## src/rtl/reg_wb_arbiter_pkg.sv

```systemverilog
// rtl/reg_wb_arbiter_pkg.sv - shared widths and writeback request type for the register-file write arbiter
package reg_wb_arbiter_pkg;
  localparam int DWIDTH = 32;
  localparam int AWIDTH = 5;
  localparam logic [AWIDTH-1:0] REG_ZERO = '0;

  typedef struct packed {
    logic [AWIDTH-1:0] addr;
    logic [DWIDTH-1:0] data;
  } wb_req_t;
endpackage

```

## src/rtl/reg_wb_arbiter_wb_fifo.sv

```systemverilog
// rtl/reg_wb_arbiter_wb_fifo.sv - B-side writeback queue; every slot is exposed so pending values can be bypassed
module wb_fifo
  import reg_wb_arbiter_pkg::*;
#(
  parameter int DEPTH = 2
) (
  input  logic                  clk,
  input  logic                  rst,
  input  logic                  push,
  input  logic                  pop,
  input  wb_req_t               push_req,
  output wb_req_t               head,
  output logic                  full,
  output logic                  empty,
  output wb_req_t [DEPTH-1:0]   entries,
  output logic    [DEPTH-1:0]   entry_valid
);
  localparam int PW = $clog2(DEPTH);
  localparam int CW = PW + 1;

  wb_req_t [DEPTH-1:0] mem;
  logic [CW-1:0] wr_ptr;
  logic [CW-1:0] rd_ptr;
  logic [CW-1:0] count;
  logic [PW-1:0] off;

  assign count   = wr_ptr - rd_ptr;
  assign empty   = (count == '0);
  assign full    = (count == CW'(DEPTH));
  assign head    = mem[rd_ptr[PW-1:0]];
  assign entries = mem;

  // A slot is live when its distance from the read pointer is below the fill count
  always_comb begin
    off = '0;
    entry_valid = '0;
    for (int i = 0; i < DEPTH; i++) begin
      off = PW'(i) - rd_ptr[PW-1:0];
      entry_valid[i] = ({1'b0, off} < count);
    end
  end

  always_ff @(posedge clk) begin
    if (rst) begin
      wr_ptr <= '0;
      rd_ptr <= '0;
    end else begin
      if (push) wr_ptr <= wr_ptr + CW'(1);
      if (pop)  rd_ptr <= rd_ptr + CW'(1);
    end
  end

  always_ff @(posedge clk) begin
    if (push && !rst) mem[wr_ptr[PW-1:0]] <= push_req;
  end
endmodule

```

## src/rtl/reg_wb_arbiter.sv

```systemverilog
// rtl/reg_wb_arbiter.sv - shares the reg_file write port between the ALU path (A) and a queued load unit (B)
module reg_wb_arbiter
  import reg_wb_arbiter_pkg::*;
#(
  parameter int DEPTH        = 2,
  parameter int STARVE_LIMIT = 4
) (
  input  logic              clk,
  input  logic              rst,
  input  logic              a_valid,
  output logic              a_ready,
  input  logic [AWIDTH-1:0] a_addr,
  input  logic [DWIDTH-1:0] a_data,
  input  logic              b_valid,
  output logic              b_ready,
  input  logic [AWIDTH-1:0] b_addr,
  input  logic [DWIDTH-1:0] b_data,
  output logic              rf_we,
  output logic [AWIDTH-1:0] rf_wa,
  output logic [DWIDTH-1:0] rf_wd,
  input  logic [AWIDTH-1:0] ra1,
  input  logic [AWIDTH-1:0] ra2,
  output logic              byp1_hit,
  output logic [DWIDTH-1:0] byp1_data,
  output logic              byp2_hit,
  output logic [DWIDTH-1:0] byp2_data
);
  localparam int SW = $clog2(STARVE_LIMIT + 1);

  wb_req_t             fifo_head;
  wb_req_t [DEPTH-1:0] fifo_entries;
  logic    [DEPTH-1:0] fifo_valid;
  logic                fifo_full;
  logic                fifo_empty;
  logic                push;
  logic                pop;
  logic                force_pop;
  logic                a_take;
  logic [SW-1:0]       starve;

  assign force_pop = (starve == SW'(STARVE_LIMIT));
  assign b_ready   = !rst && !fifo_full;
  assign push      = b_valid && b_ready;
  assign a_ready   = !rst && !(!fifo_empty && force_pop);
  assign pop       = !rst && !fifo_empty && (!a_valid || force_pop);
  assign a_take    = a_valid && a_ready;

  wb_fifo #(.DEPTH(DEPTH)) u_fifo (
    .clk         (clk),
    .rst         (rst),
    .push        (push),
    .pop         (pop),
    .push_req    ({b_addr, b_data}),
    .head        (fifo_head),
    .full        (fifo_full),
    .empty       (fifo_empty),
    .entries     (fifo_entries),
    .entry_valid (fifo_valid)
  );

  // Writes to x0 still load wa/wd but never raise the enable
  always_ff @(posedge clk) begin
    if (rst) begin
      rf_we <= 1'b0;
      rf_wa <= '0;
      rf_wd <= '0;
    end else if (pop) begin
      rf_we <= (fifo_head.addr != REG_ZERO);
      rf_wa <= fifo_head.addr;
      rf_wd <= fifo_head.data;
    end else if (a_take) begin
      rf_we <= (a_addr != REG_ZERO);
      rf_wa <= a_addr;
      rf_wd <= a_data;
    end else begin
      rf_we <= 1'b0;
    end
  end

  always_ff @(posedge clk) begin
    if (rst || fifo_empty || pop) starve <= '0;
    else if (!force_pop)          starve <= starve + SW'(1);
  end

  // At most one in-flight write per register, so OR-merging matches is exact
  always_comb begin
    byp1_hit  = 1'b0;
    byp1_data = '0;
    byp2_hit  = 1'b0;
    byp2_data = '0;
    for (int i = 0; i < DEPTH; i++) begin
      if (fifo_valid[i] && fifo_entries[i].addr == ra1) begin
        byp1_hit  = 1'b1;
        byp1_data = byp1_data | fifo_entries[i].data;
      end
      if (fifo_valid[i] && fifo_entries[i].addr == ra2) begin
        byp2_hit  = 1'b1;
        byp2_data = byp2_data | fifo_entries[i].data;
      end
    end
    if (rf_we && rf_wa == ra1) begin
      byp1_hit  = 1'b1;
      byp1_data = byp1_data | rf_wd;
    end
    if (rf_we && rf_wa == ra2) begin
      byp2_hit  = 1'b1;
      byp2_data = byp2_data | rf_wd;
    end
    if (ra1 == REG_ZERO) begin
      byp1_hit  = 1'b0;
      byp1_data = '0;
    end
    if (ra2 == REG_ZERO) begin
      byp2_hit  = 1'b0;
      byp2_data = '0;
    end
  end
endmodule

```

## config.mk

```make
export PLATFORM = sky130hd
export DESIGN_NAME = reg_wb_arbiter
export DESIGN_NICKNAME = d
export VERILOG_FILES = /design/src/rtl/reg_wb_arbiter_pkg.sv /design/src/rtl/reg_wb_arbiter_wb_fifo.sv /design/src/rtl/reg_wb_arbiter.sv
export SDC_FILE = /design/constraint.sdc
export NUM_CORES = 1
export LEC_CHECK = 0
export CORE_ASPECT_RATIO = 0.5
export CORE_MARGIN = 5
export CORE_UTILIZATION = 40
export CTS_CLUSTER_SIZE = 40
export DETAILED_ROUTE_END_ITERATION = 10
export PLACE_DENSITY = 0.7
export SYNTH_ARGS = -nofsm -noshare
export SYNTH_HDL_FRONTEND = slang
export SYNTH_SLANG_ARGS = --single-unit
```

## constraint.sdc

```tcl
create_clock -name clk -period 8.6 [get_ports clk]
set_input_delay 1.72 -clock clk [delete_from_list [all_inputs] [get_ports clk]]
set_output_delay 1.72 -clock clk [all_outputs]
set_load 0.005 [all_outputs]
```

==> key figures, run 1 <==
Routing
  – Antenna Nets Post-Route: 0
  – Routed wire length: 24,000 um
  – Initial DRT Pass Iterations: 5
  – DR DRC count: 0
  – Routed vias/inst: 6.30
  – Initial detailed-routing violation count: 590
  – DR vias: ~6,300
  – Routed length per instance: about 24 um

Worst hold path
  – Hold path cells: 1
  – HP Start: starve[0]
  – HP Class: flop to flop
  – Worst hold endpoint: starve[0]

Synthesis
  – Sequential cell area fraction in the yosys report: 0.474
  – Post-synth EDFFs: 74
  – Post-synth net total: 691
  – Most used DFF post-synth: edfxtp_1
  – Synth Area per Inst: 11.0 sq um
  – Leading area contributor after synthesis: edfxtp_1
  – Netlist cell types: 42
  – Number of synthesized register bits: ~120
  – Syn. warnings: 0
  – Synth top area cells: edfxtp_1, dfxtp_1, a221o_1, nor4b_1, mux2i_1
  – Synthesized area: 0.00660 sq mm
  – Async SR Flop Fraction: 0
  – Mapped Cells: 598
  – Share of the synthesized area in the top cell type: 0.337

STA
  – Final Hold Viols: 0
  – RSZ-0062 raised after global routing: false
  – Setup-failing EPs final: 0
  – Slew @ Worst Pin: roughly 1.1 ns
  – Fin Setup TNS: 0 ns
  – Min cycle time layout: 6.95 ns
  – Fmax: 144 MHz
  – Fin worst setup slack: 1.65 ns
  – Crit share post-route: 0.809
  – Fin. max-slew vios: 0
  – Headroom to the max-slew limit: 0.245
  – Worst setup skew after layout: 0.0104 ns

Cells and area
  – Post-layout util: 0.564
  – Syn-to-layout area delta: 39.2%
  – Most common cell after layout, fill and taps aside: clkdlybuf4s50_1
  – Most frequent cells in the layout: clkdlybuf4s50_1, edfxtp_1, nor4b_1, a221o_1, dfxtp_1
  – Fin nets: 847
  – # diodes: 0
  – Share of layout cells above drive strength 1: 0.0783

CTS
  – Hold Buf Count CTS: 0
  – Clock Path Buffers: 2
  – # resized after CTS: 0
  – Root buf cell: clkbuf_16
  – H-tree depth: 4
  – Total clock buffers created by CTS: 17
  – Worst skew pair latency: 0.41 ns
  – TritonCTS clock tree: built
  – CTS sink cnt: 119
  – Clk pin slew, worst setup/hold paths: approximately 0.050 ns
  – Setup Buffers After CTS: 0

Global route
  – All-Layer GR Usage: 0.242
  – First-pass GRT wire length: 36,300 um
  – Congestion Overflow GR: 0
  – Largest net degree at the start of global routing: 53
  – Vias in the first global route: 6,377
  – Initial antenna violation count: 0

Setup path
  – Worst reg2reg path startpoint: u_fifo.rd_ptr[0]
  – Slowest cell delay on critical path: 0.83 ns
  – Buf+Inv Stages, Crit Path: 3
  – Worst Path Required: 6.88 ns
  – Slowest cell on crit path: nor2_4
  – Most frequent CP cell: clkdlybuf4s50_1
  – Worst R2R End: rf_we
  – Worst setup EP type: primary output
  – Worst path cell trace: clkdlybuf4s50_1, or4_4, nor2_4, nor3_2, buf_4, a221o_1, clkdlybuf4s50_1
  – Critical path class: input port to primary output
  – Top Family by Delay on Critical Path: simple AND/OR/NAND/NOR gates
  – Crit path max fanout: 35
  – R2r setup slk: 5.11 ns
  – Crit start category: input port
  – WP data arrival: 5.23 ns
  – Worst reg-to-reg path cell count: 8

Floorplanning
  – Die H: 101 um
  – Die Area: 0.0193 sq mm
  – # rows: 33
  – # IOs: just under 200
  – Die width: between 150 and 200 um
  – Core area: 0.0163 sq mm
  – Initial core utilization: 0.405

Placement
  – RePlAce Congestion: 0.913
  – HPWL after DPL: approximately 15,000 um
  – Number of port buffers: 193
  – Worst slack at placement: 1.77 ns

Power
  – PwrDens: 188 mW/mm^2
  – Max VDD drop: 0.150 mV
  – Final Power: ~1.7 mW
  – P_leak: approximately 2.8 nW

Outcome
  – Status: finished, final reports clean

Run
  – Max cap viols: 0
==> worst register-to-register path, stage by stage, from the launching register on <==
cell and delay, ns:
dfxtp_2 0.33, buf_4 0.61, inv_2 0.10, ha_1 0.36, nor2b_1 0.24, nor3_2 0.60, buf_4 0.51, nor3_1 0.13
a2111oi_0 0.47
==> logic make-up (layout without fill, tap and decap cells) <==
logic type,after synthesis,in the layout,synth area share
adder cells (fa/ha/maj),5,5,0.00949
flip-flops,119,119,0.474
AND/OR/NAND/NOR,180,180,0.184
multiplexers,37,37,0.0567
buffers and inverters,73,241,0.0514
AO/OA/AOI/OAI,148,148,0.177
XOR/XNOR,36,36,0.0478
==> cells in the mapped netlist, types with 2 or more instances <==
cell,n
nor2_1,7
o211ai_1,37
dfxtp_1,45
nor3_1,4
mux2i_1,34
ha_1,5
nand3_1,2
or4_1,4
nor4b_1,64
mux2_2,3
buf_6,8
a21oi_1,39
or4_4,2
xor2_1,8
nand2b_1,3
nor4_1,6
buf_2,4
buf_1,6
nand4_1,38
and4b_1,2
nand2_1,38
nor2_4,2
a221o_1,64
clkbuf_1,49
xnor2_1,28
or2_1,2
inv_1,4
edfxtp_1,74
a31oi_1,3
==> per-stage QoR <==
stage | cells | instance area (sq um) | hold WS [ns]
CTS | 993 | 9180 | 0.465
floorplan | 598 | 6600 | 0.432
finish | 993 | 9180 | 0.464
global route | 993 | 9180 | 0.504
global placement | 962 | 8630 | 0.447
detailed placement | 962 | 8630 | 0.457
==> final cells by class <==
| type | instances | area, sq um |
|---|---|---|
| multi-input cells | 406 | 3190 |
| well taps | 227 | 284 |
| flip-flops and latches | 119 | 3120 |
| clock buffers | 19 | 443 |
| inverters | 6 | 22.5 |
| clock inverters | 12 | 110 |
| repair buffers | 204 | 2010 |
| fillers | 1417 | 7090 |
==> power by group <==
part	switching [mW]	internal, mW
Sequential	0.0454	0.654
Clock	0.249	0.425
Combinational	0.192	0.157
==> state kept, by name (all words and copies together) (netlist names) <==
signal,cells
rf_wa,5
rf_wd,32
rf_we,1
starve,3
u_fifo.entries,74
u_fifo.rd_ptr,2
u_fifo.wr_ptr,2
==> per-layer routing <==
layer | up-vias | global-route usage | wire length [um]
li1 | 2744 | - | -
met1 | 3095 | 0.317 | 10000
met2 | 358 | 0.399 | 11400
met3 | 56 | 0.0415 | 1940
met4 | 0 | 0.104 | 720
met5 | - | 0 | 0
==> how the worst max path moves through the flow <==
stage,start,end,slack [ns],cells past startpoint
floorplan,ra2[1],byp2_data[10],3.71,6
global placement,ra2[1],byp2_data[1],1.84,7
detailed placement,ra1[1],byp1_data[11],1.77,7
CTS,ra1[1],byp1_data[11],1.76,7
global route,ra1[1],byp1_data[11],1.60,7
finish,ra1[1],byp1_data[11],1.65,7
(Power assumes the default switching activity.)
==> run 2, diff against run 1 <==
==> constraint.sdc (replaced) <==
create_clock -name clk -period 6.9 [get_ports clk]
set_input_delay 1.38 -clock clk [delete_from_list [all_inputs] [get_ports clk]]
set_output_delay 1.38 -clock clk [all_outputs]
set_load 0.005 [all_outputs]
==> key figures, run 2 (synthesis gave the netlist of run 1 again) <==
Outcome
  – Status: finished, final reports clean

Floorplanning
  – Die width: 192 um (unchanged)
  – Die Area: 0.0193 sq mm (unchanged)
  – Initial core utilization: 0.405 (unchanged)
  – Die H: 101 um (unchanged)
  – # IOs: 194 (unchanged)
  – Core area: 0.0163 sq mm (unchanged)
  – # rows: 33 (unchanged)

Power
  – PwrDens: 239 mW/mm^2 (+27%)
  – Final Power: 2.21 mW (+28%)
  – Max VDD drop: 0.216 mV (+44%)
  – P_leak: 2.85 nW (+1.3%)

Routing
  – DR vias: 6,178 (-1.2%)
  – Initial DRT Pass Iterations: 5 (unchanged)
  – Initial detailed-routing violation count: 723 (+23%)
  – Routed wire length: 23,900 um (-0.53%)
  – Routed vias/inst: 6.20 (-1.6%)
  – Antenna Nets Post-Route: 0 (unchanged)
  – DR DRC count: 0 (unchanged)
  – Routed length per instance: 24.0 um (-0.93%)

Setup path
  – Crit path max fanout: 21 (-40%)
  – Worst reg2reg path startpoint: u_fifo.rd_ptr[0]
  – Worst reg-to-reg path cell count: 7 (-1)
  – WP data arrival: 4.55 ns (-0.68 ns)
  – Critical path class: input port to primary output
  – Worst R2R End: rf_wa[0]
  – Crit start category: input port
  – R2r setup slk: 3.51 ns (-1.60 ns)
  – Worst Path Required: 5.52 ns (-1.36 ns)
  – Worst setup EP type: primary output

Global route
  – First-pass GRT wire length: 36,400 um (+0.42%)
  – Largest net degree at the start of global routing: 42 (-21%)
  – Vias in the first global route: 6,215 (-2.5%)
  – Congestion Overflow GR: 0 (unchanged)
  – Initial antenna violation count: 0 (unchanged)
  – All-Layer GR Usage: 0.242 (+0.000351)

STA
  – Crit share post-route: 0.860
  – Fin. max-slew vios: 0 (unchanged)
  – RSZ-0062 raised after global routing: false
  – Setup-failing EPs final: 0 (unchanged)
  – Worst setup skew after layout: 0.00816 ns (-0.00226 ns)
  – Min cycle time layout: 5.93 ns
  – Fmax: about 170 MHz
  – Fin Setup TNS: 0 ns (unchanged)
  – WHS: 0.461 ns (-0.00288 ns)
  – Final Hold Viols: 0 (unchanged)
  – Headroom to the max-slew limit: 0.0988 (-0.146)
  – Slew @ Worst Pin: 1.35 ns (+0.218 ns)

CTS
  – Total clock buffers created by CTS: 17 (unchanged)
  – Root buf cell: clkbuf_16
  – TritonCTS clock tree: built
  – Clock Path Buffers: 2 (unchanged)
  – Hold Buf Count CTS: 0 (unchanged)
  – Setup Buffers After CTS: 0 (unchanged)
  – Worst skew pair latency: 0.41 ns (about the same)
  – CTS sink cnt: 119 (unchanged)
  – Clk pin slew, worst setup/hold paths: 0.05 ns (about the same)
  – # resized after CTS: 0 (unchanged)
  – H-tree depth: 4 (unchanged)

Cells and area
  – Most frequent cells in the layout: clkdlybuf4s50_1, edfxtp_1, nor4b_1, a221o_1, dfxtp_1
  – Max reg flops: 74 (unchanged)
  – # diodes: 0 (unchanged)
  – Syn-to-layout area delta: 40.2%
  – Filler cells: 1,405 (-0.85%)
  – Most common cell after layout, fill and taps aside: clkdlybuf4s50_1
  – Final instance area: 0.00925 sq mm (+0.74%)
  – Share of layout cells above drive strength 1: 0.0870 (+0.00868)
  – Fin nets: 850 (+0.35%)

Worst hold path
  – Hold path cells: 1 (unchanged)
  – Worst hold endpoint: starve[0]
  – HP Class: flop to flop
  – HP Start: starve[0]

Placement
  – Number of port buffers: 193 (unchanged)
  – Cell area after placement: 0.00865 sq mm (+0.26%)
  – HPWL after DPL: 15,400 um (+1.1%)
  – RePlAce Congestion: 0.876 (-4.0%)

Run
  – Max cap viols: 0 (unchanged)
-- run 2: cell count changes in the layout (fill, tap and decap cells not counted), sizes merged --
cell / previous run / this run
buf: 12 / 15
bufinv: 2 / 3
-- run 2: per-layer routing --
layer  GRT usage  routed length (um)
met4      0.0712                 483
met3      0.0439                1560
met1       0.330               10300
met2       0.399               11500
met5           0                   0
-- run 2: worst max-delay path: stages --
cell and delay [ns]:
clkdlybuf4s50_1 0.57, xnor2_1 0.15, nand4_1 0.21, nor4b_4 1.13
buf_4 0.39, a221o_1 0.20, clkdlybuf4s50_1 0.50
-- run 2: layout make-up --
type / count / area, sq um / area share
timing repair buffer: 207 / 2030 / 0.220
multi-input combinational: 406 / 3190 / 0.345
tap: 227 / 284 / 0.0307
clock inverter: 13 / 155 / 0.0168
sequential: 119 / 3120 / 0.338
clock buffer: 19 / 443 / 0.0479
inverter: 6 / 22.5 / 0.00244
-- run 2: how the worst max path moves through the flow --
stage	start	endpoint	slack, ns	cells after the start
after floorplan	ra2[1]	byp2_data[10]	2.69	6
after global placement	ra2[3]	byp2_data[19]	1.09	7
after detailed placement	ra2[1]	byp2_data[21]	1.03	7
after CTS	ra2[1]	byp2_data[21]	1.01	7
after global routing	ra2[1]	byp2_data[22]	0.83	7
final	ra2[1]	byp2_data[21]	0.97	7
-- run 2: power breakdown --
part	switching (mW)	total, mW	internal [mW]
clock	0.330	0.905	0.575
sequential	0.0567	0.871	0.815
combinational	0.237	0.433	0.196
total	0.624	2.21	1.59
-- run 2: metrics by stage --
stage | cells | utilization | setup WS, ns
finish | 997 | 0.568 | 0.967
global route | 997 | 0.568 | 0.829
CTS | 997 | 0.568 | 1.01
detailed placement | 965 | 0.532 | 1.03
global placement | 965 | 0.532 | 1.09
floorplan | 598 | - | 2.69
==> run 3, diff against run 2 <==
--- a/config.mk
+++ b/config.mk
@@ -11,6 +11,7 @@
 export CTS_CLUSTER_SIZE = 40
 export DETAILED_ROUTE_END_ITERATION = 10
 export PLACE_DENSITY = 0.7
+export SLEW_MARGIN = 30
 export SYNTH_ARGS = -nofsm -noshare
 export SYNTH_HDL_FRONTEND = slang
 export SYNTH_SLANG_ARGS = --single-unit
==> key figures, run 3 (synthesis gave the netlist of run 1 again) <==
Outcome
  – Status: finished, final reports clean

Floorplanning
  – Die H: 101 um (unchanged)
  – Initial core utilization: 0.405 (unchanged)
  – Core area: 0.0163 sq mm (unchanged)
  – Die Area: 0.0193 sq mm (unchanged)
  – Die width: 192 um (unchanged)
  – # rows: 33 (unchanged)
  – # IOs: 194 (unchanged)

Setup path
  – Worst Path Required: 5.52 ns (about the same)
  – Critical path class: input port to primary output
  – Crit start category: input port
  – WP data arrival: 4.39 ns (-0.16 ns)
  – Crit path max fanout: 17 (-19%)
  – Worst setup EP type: primary output

Routing
  – Initial DRT Pass Iterations: 5 (unchanged)
  – Routed vias/inst: 6.18 (-0.25%)
  – Antenna Nets Post-Route: 0 (unchanged)
  – DR DRC count: 0 (unchanged)
  – DR vias: 6,181 (+0.049%)
  – Initial detailed-routing violation count: 624 (-14%)
  – Routed wire length: 23,900 um (-0.20%)
  – Routed length per instance: 23.9 um (-0.50%)

Global route
  – Grt met1 use: 0.318 (-0.0121)
  – All-Layer GR Usage: 0.239 (-0.00281)
  – Grt met2 use: 0.391 (-0.00816)
  – GRT met3 Usage: 0.0474 (+0.00346)
  – Busiest grt layer: met2
  – Largest net degree at the start of global routing: 42 (unchanged)
  – Congestion Overflow GR: 0 (unchanged)
  – Vias in the first global route: 6,313 (+1.6%)
  – Initial antenna violation count: 0 (unchanged)
  – First-pass GRT wire length: 36,000 um (-1.1%)

CTS
  – # resized after CTS: 0 (unchanged)
  – TritonCTS clock tree: built
  – H-tree depth: 4 (unchanged)
  – Clk pin slew, worst setup/hold paths: 0.05 ns (about the same)
  – CTS sink cnt: 119 (unchanged)
  – Setup Buffers After CTS: 0 (unchanged)
  – Root buf cell: clkbuf_16
  – Total clock buffers created by CTS: 17 (unchanged)
  – Hold Buf Count CTS: 0 (unchanged)
  – Clock Path Buffers: 2 (unchanged)
  – Worst skew pair latency: 0.40 ns (about the same)

STA
  – Setup-failing EPs final: 0 (unchanged)
  – Final Hold Viols: 0 (unchanged)
  – Min cycle time layout: 5.77 ns (-0.168 ns)
  – Fin. max-slew vios: 0 (unchanged)
  – Slew @ Worst Pin: 0.952 ns (-0.394 ns)
  – Fin Setup TNS: 0 ns (unchanged)
  – Headroom to the max-slew limit: 0.365 (+0.266)
  – Crit share post-route: 0.836 (-0.0243)
  – Fmax: 173 MHz (+2.9%)
  – RSZ-0062 raised after global routing: false
  – Worst setup skew after layout: 0.00840 ns (+0.000236 ns)

Power
  – Final Power: 2.24 mW (+1.3%)
  – Seq pwr share: 0.389 (-0.005)
  – P_leak: 2.88 nW (+0.90%)
  – P_int: 1.62 mW (+2.1%)
  – Sw Ratio: 0.276 (-0.00587)
  – PwrDens: 240 mW/mm^2 (+0.54%)
  – Net Sw Power: 0.619 mW (-0.83%)
  – Comb pwr share: 0.198 (+0.002)
  – Max VDD drop: 0.186 mV (-14%)
  – Clk pwr share: 0.413 (+0.003)

Cells and area
  – # diodes: 0 (unchanged)
  – Most common cell after layout, fill and taps aside: clkdlybuf4s50_1
  – Max reg flops: 74 (unchanged)
  – Syn-to-layout area delta: 41.2%
  – Multi-input combinational cell area: 0.00319 sq mm (+0.12%)
  – Most frequent cells in the layout: clkdlybuf4s50_1, edfxtp_1, nor4b_1, a221o_1, dfxtp_1
  – FF+latch area: 0.00312 sq mm (unchanged)
  – Share of layout cells above drive strength 1: 0.0893 (+0.00225)
  – Filler cells: 1,401 (-0.28%)
  – Fin nets: 853 (+0.35%)

Worst hold path
  – HP Class: flop to flop

Run
  – Max cap viols: 0 (unchanged)

Placement
  – HPWL after DPL: 15,500 um (+0.35%)
  – Number of port buffers: 193 (unchanged)
  – RePlAce Congestion: 0.876 (unchanged)
==> run 3: area by class of cell <==
type,count,share of cell area
Timing Repair Buffer,210,0.224
Tap cell,227,0.0305
Multi-Input combinational cell,406,0.343
Clock inverter,14,0.0196
Clock buffer,18,0.0461
Sequential cell,119,0.335
Inverter,6,0.00242
==> run 3: worst paths after layout <==
path / endpoint / cells after the start / startpoint / slack (ns)
setup / recovery: byp2_data[21] / 8 / ra2[1] / 1.13
hold / removal: starve[0] / 1 / starve[0] / 0.46
setup reg to reg: rf_wd[16] / 8 / u_fifo.rd_ptr[0] / 3.61
hold reg to reg: starve[0] / 1 / starve[0] / 0.46
==> run 3: routing by layer <==
metal  vias up  share of wire
li1       2763              -
met1      3075           0.43
met2       280           0.47
met3        63          0.068
met4         0          0.030
met5         -              0
==> run 3: critical path, stage by stage <==
cell             delay (ns)
clkdlybuf4s50_1        0.50
or4_4                  0.59
nor2_4                 0.44
nor4b_4                0.19
buf_4                  0.24
buf_4                  0.21
a221o_1                0.37
clkdlybuf4s50_1        0.45
==> run 3: power groups by stage <==
stage / Clock [mW] / Sequential [mW] / Combinational [mW]
after floorplan: 0 / 0.871 / 0.218
after global placement: 0 / 0.882 / 0.421
after detailed placement: 0 / 0.884 / 0.429
after CTS: 0.930 / 0.870 / 0.432
after global routing: 0.964 / 0.878 / 0.473
final: 0.923 / 0.871 / 0.443
==> run 3: through the flow <==
step                cell area (sq um)  hold slack [ns]  cells  utilization  worst slack (ns)
CTS                              9270            0.464    998        0.570              1.16
finish                           9320            0.464   1000        0.573              1.13
global route                     9320            0.483   1000        0.573              1.02
detailed placement               8660            0.456    966        0.532              1.17
floorplan                        6600            0.432    598            -              2.69
global placement                 8650            0.446    965        0.532              1.09
